File: config.mk
export PLATFORM = sky130hd
export DESIGN_NAME = uart_tx_drain
export DESIGN_NICKNAME = d
export VERILOG_FILES = /design/src/rtl/uart_pkg.sv /design/src/rtl/uart_tx_drain_baud_counter.sv /design/src/rtl/uart_tx_drain.sv
export SDC_FILE = /design/constraint.sdc
export NUM_CORES = 1
export LEC_CHECK = 0
export ABC_AREA = 1
export CAP_MARGIN = 20
export CORE_MARGIN = 3
export CORE_UTILIZATION = 59
export CTS_CLUSTER_DIAMETER = 40
export DETAILED_ROUTE_END_ITERATION = 6
export GPL_TIMING_DRIVEN = 0
export PLACE_DENSITY = 0.83
export SETUP_SLACK_MARGIN = 0.05
export SYNTH_ARGS = -nofsm -noshare
export SYNTH_HDL_FRONTEND = slang
export SYNTH_SLANG_ARGS = --single-unit
File: constraint.sdc
create_clock -name clk -period 3.3 [get_ports clk]
set_input_delay 0.33 -clock clk [delete_from_list [all_inputs] [get_ports clk]]
set_output_delay 0.33 -clock clk [all_outputs]
set_load 0.1 [all_outputs]
File: src/rtl/uart_pkg.sv
// Shared UART definitions: transmitter state encoding and the line idle level.
package uart_pkg;

  typedef enum logic [2:0] {
    IDLE,
    FETCH,
    LATCH,
    START,
    DATA,
    STOP
  } uart_tx_state_t;

  localparam logic UartIdleLevel = 1'b1;

endpackage

File: src/rtl/uart_tx_drain_baud_counter.sv
// Bit-period timer: counts clock cycles while enabled and pulses bit_done on
// the final cycle of each bit period. Shared between UART transmit and receive.
module baud_counter #(
  parameter int ClocksPerBit = 868
) (
  input  logic clk,
  input  logic rst,
  input  logic clear,
  input  logic enable,
  output logic bit_done
);

  localparam int CountWidth = $clog2(ClocksPerBit);
  localparam logic [CountWidth-1:0] LastCount = CountWidth'(ClocksPerBit - 1);

  logic [CountWidth-1:0] count;

  assign bit_done = enable && (count == LastCount);

  // Wraps to zero at each bit boundary; clear lets a new frame start on a fresh period.
  always_ff @(posedge clk or posedge rst) begin
    if (rst) begin
      count <= '0;
    end else if (clear) begin
      count <= '0;
    end else if (enable) begin
      if (count == LastCount) begin
        count <= '0;
      end else begin
        count <= count + 1'b1;
      end
    end
  end

endmodule

File: src/rtl/uart_tx_drain.sv
// Drains a ring buffer onto an 8N1 UART line, fetching the next word at the end of
// each stop bit so consecutive frames are separated only by the fetch/latch cycles.
module uart_tx_drain
  import uart_pkg::*;
#(
  parameter int WordLengthBits = 8,
  parameter int ClocksPerBit   = 868
) (
  input  logic                      clk,
  input  logic                      rst,
  input  logic                      buffer_empty,
  input  logic [WordLengthBits-1:0] data_in,
  input  logic                      data_in_valid,
  output logic                      get,
  output logic                      tx,
  output logic                      busy
);

  localparam int BitCountWidth = (WordLengthBits > 1) ? $clog2(WordLengthBits) : 1;
  localparam logic [BitCountWidth-1:0] LastBit = BitCountWidth'(WordLengthBits - 1);

  uart_tx_state_t            state;
  logic [WordLengthBits-1:0] shift_reg;
  logic [BitCountWidth-1:0]  bit_cnt;
  logic                      baud_enable;
  logic                      baud_clear;
  logic                      bit_done;

  assign baud_enable = (state == START) || (state == DATA) || (state == STOP);
  assign baud_clear  = (state == LATCH);

  baud_counter #(
    .ClocksPerBit(ClocksPerBit)
  ) u_baud_counter (
    .clk     (clk),
    .rst     (rst),
    .clear   (baud_clear),
    .enable  (baud_enable),
    .bit_done(bit_done)
  );

  // Single FSM owning every output; get is a one-cycle pulse and defaults low.
  always_ff @(posedge clk or posedge rst) begin
    if (rst) begin
      state     <= IDLE;
      get       <= 1'b0;
      tx        <= UartIdleLevel;
      busy      <= 1'b0;
      shift_reg <= '0;
      bit_cnt   <= '0;
    end else begin
      get <= 1'b0;
      case (state)
        IDLE: begin
          tx <= UartIdleLevel;
          if (!buffer_empty) begin
            state <= FETCH;
            get   <= 1'b1;
            busy  <= 1'b1;
          end
        end

        FETCH: begin
          state <= LATCH;
        end

        // A missing valid here means the buffer lied about being non-empty; drop back quietly.
        LATCH: begin
          if (data_in_valid) begin
            shift_reg <= data_in;
            bit_cnt   <= '0;
            tx        <= 1'b0;
            state     <= START;
          end else begin
            state <= IDLE;
            busy  <= 1'b0;
          end
        end

        START: begin
          if (bit_done) begin
            tx        <= shift_reg[0];
            shift_reg <= shift_reg >> 1;
            state     <= DATA;
          end
        end

        DATA: begin
          if (bit_done) begin
            if (bit_cnt == LastBit) begin
              tx    <= UartIdleLevel;
              state <= STOP;
            end else begin
              bit_cnt   <= bit_cnt + 1'b1;
              tx        <= shift_reg[0];
              shift_reg <= shift_reg >> 1;
            end
          end
        end

        // Empty flag changes mid-frame only matter here, on the final stop cycle.
        STOP: begin
          if (bit_done) begin
            if (!buffer_empty) begin
              state <= FETCH;
              get   <= 1'b1;
            end else begin
              state <= IDLE;
              busy  <= 1'b0;
            end
          end
        end

        default: begin
          state <= IDLE;
          tx    <= UartIdleLevel;
          busy  <= 1'b0;
        end
      endcase
    end
  end

endmodule

==> results by group <==
Status
  – Status: completed

Clock network
  – # hold bufs at CTS: 0
  – Num CTS Buffers: 3
  – Maximum clock insertion buffer count: 2
  – Worst-Skew Late Latency: 0.33 ns
  – Clock Sinks: 27
  – Clk pin slew, worst setup/hold paths: 0.13 ns
  – CTS tree: yes
  – Post-cts sizing count: 0
  – CTS Root Cell: clkbuf_4
  – Post-CTS Setup Inserts: 0
  – H-tree depth: 1

GRT
  – Gr usage total: 21.0%
  – First-pass GRT wire length: 5.78 mm
  – GRT overflow: 0
  – Largest net degree at the start of global routing: 28
  – Initial antenna violation count: 0
  – Vias in the first global route: 1368

Critical path
  – Max FO, Critical Path: 2
  – Worst r2r path cells: 9
  – Buffers and inverters on the worst path: 1
  – CP top delay family: buffers and inverters
  – Largest stage delay, worst path: 1.13 ns
  – Worst r2r dst: bit_cnt[2]$_DFFE_PP0P_
  – Worst path slowest cell: clkdlybuf4s50_1
  – Worst setup SP type: flop
  – Required time worst endpoint: 2.97 ns
  – Flop-to-flop setup slack: 1.70 ns
  – CP Cell Sequence: clkdlybuf4s50_1
  – WS Path Type: reg -> out
  – WP data arrival: 2.00 ns
  – Crit. End Element: output port
  – Crit Reg-Reg Startpoint: u_baud_counter.count[0]$_DFFE_PP0P_

Layout
  – Layout Utilization: 69.6%
  – Area grow syn2layout: 11.8%
  – Layout cells sized above 1: 13.8%
  – Diodes inserted: 0
  – Final nets: 269
  – FILL cells: 245
  – Final instance area: 1940 um2
  – Largest register FFs: 10
  – Most common cell after layout, fill and taps aside: nand2_1
  – Commonest non-fill, non-tap cells in the layout: nand2_1 (87), nand3_1 (26), dfrtp_1 (26)

Hold path
  – Worst hold path cell count: 2
  – Worst hold endpoint: tx$_DFFE_PP1P_
  – Worst Hold Class: reg -> reg
  – HP Start: tx$_DFFE_PP1P_

Yosys
  – Sequential area share after synthesis: 39.1%
  – Ys Warns: 0
  – Cell variety after synth: 22
  – Synth area leaders: dfrtp_1 (38%), nand2_1 (19%), nand3_1 (7.5%), nand4_1 (5.8%), inv_1 (4.6%)
  – Synth Instances: 235
  – Yosys reg bits: 27
  – Post-Syn Nets: 250
  – Yosys top cell area share: 37.6%
  – Synth area leader: dfrtp_1
  – Synthesized area: 1730 um2
  – Syn_area_per_cell: 7.37 um2

Power and ir drop
  – Sw Pwr: 813 uW
  – Net Sw Frac: 49.7%
  – PwrDens: 845 nW/um2
  – Internal: 823 uW
  – Overall power: 1640 uW
  – Max IR drop VDD: 0.000726 V
  – Sequential Power Share: 32.0%
  – Static Leak: 0.00106 uW
  – Clock Power Share: 8.7%
  – Power share of the combinational group: 59.3%

Die
  – Die Span Y: 60.2 um
  – IO Pins: 15
  – Die ar.: 3620 um2
  – Chip width: 60.2 um
  – Row count: 19
  – Starting density of the core: 62.3%
  – CORE AREA: 2780 um2

Timing
  – Worst slew pin tran: 0.976 ns
  – Setup TNS: 0 ns
  – Setup violations, final: 0
  – Slew Viols, Final: 0
  – Final Cycle Share: 70.7%
  – Max Freq: 429 MHz
  – RSZ-0062 raised after global routing: no
  – Fin crit period: 2.33 ns
  – Clk_skew: 0.00679 ns
  – Final Hold Fails: 0
  – Worst slew margin: 34.9%

Placed design
  – Port Buffers: 14
  – Final HPWL DP: 2.50 mm
  – Post-DP Area: 1910 um2
  – GP Congestion: 0.901

Flow run
  – Max_cap viols: 0

Route
  – DRC: 0
  – Routed WL: 3.36 mm
  – Number of vias per cell: 5.32
  – Vias: 1511
  – Initial DRC count: 91
  – TritonRoute pass-1 iters: 4
  – Antenna-violating nets left: 0
  – Wire per inst: 11.8 um
==> layer usage <==
metal  track usage [%]  routed length [um]  vias to the layer above
met5                 0                   0                        -
met4              9.81                  42                        0
met3              1.94                  94                        4
met2              35.0                1560                       37
met1              27.0                1670                      670
li1                  -                   -                      800
==> worst reg2reg max path: stages, from the launching register on <==
cell     delay, ns
dfrtp_1       0.41
ha_1          0.27
nand2_1       0.07
nor2_1        0.08
nand3_1       0.12
buf_2         0.23
nand2_2       0.12
nand3_2       0.09
nand2_1       0.07
nand2_1       0.05
==> logic make-up (layout without fill, tap and decap cells) <==
group           count (synthesis)  in the layout  share of synthesized area [%]
buf+inv                        34             52                           10.0
simple gates                  161            161                           45.1
flops                          27             27                           39.1
compound gates                 10             10                           3.61
fa+ha+maj                       3              3                           2.17
==> Yosys cell counts (all sizes together) <==
cell / number
nor3: 2
dfstp: 1
nor2: 17
o21ai: 2
o22ai: 1
inv: 27
ha: 3
buf: 7
nand3: 31
a21oi: 7
nand4: 16
nand2: 95
dfrtp: 26
==> layout make-up <==
cell class / instances / area, um2 / area share (%)
clock buffers: 4 / 26.3 / 1.36
flip-flops and latches: 27 / 677 / 34.9
repair buffers: 14 / 140 / 7.24
well taps: 31 / 38.8 / 2.00
multi-input cells: 174 / 881 / 45.5
inverters: 27 / 101 / 5.23
plain buffers: 7 / 72.6 / 3.75
==> metrics by stage <==
step / setup slack, ns / std cells / hold WS (ns)
2_1_floorplan: 1.90 / 235 / 0.382
3_3_place_gp: 1.34 / 280 / 0.459
3_5_place_dp: 1.34 / 280 / 0.460
4_1_cts: 0.959 / 284 / 0.484
5_1_grt: 0.925 / 284 / 0.523
6_report: 0.967 / 284 / 0.482
==> power groups by stage <==
stage / logic [uW] / registers (uW) / clock network (uW)
after floorplan: 668 / 630 / 0
after global placement: 946 / 529 / 0
after detailed placement: 969 / 526 / 0
after CTS: 970 / 522 / 146
after global routing: 1090 / 540 / 156
final: 970 / 523 / 142
==> how the worst max path moves through the flow <==
stage | from | cells past startpoint | end
3_5_place_dp | tx$_DFFE_PP1P_ | 1 | tx
6_report | tx$_DFFE_PP1P_ | 1 | tx
3_3_place_gp | tx$_DFFE_PP1P_ | 1 | tx
2_1_floorplan | bit_cnt[0]$_DFFE_PP0P_ | 8 | shift_reg[0]$_DFFE_PP0P_
4_1_cts | tx$_DFFE_PP1P_ | 1 | tx
5_1_grt | tx$_DFFE_PP1P_ | 1 | tx
No activity file was read; power rests on OpenSTA's default activity.
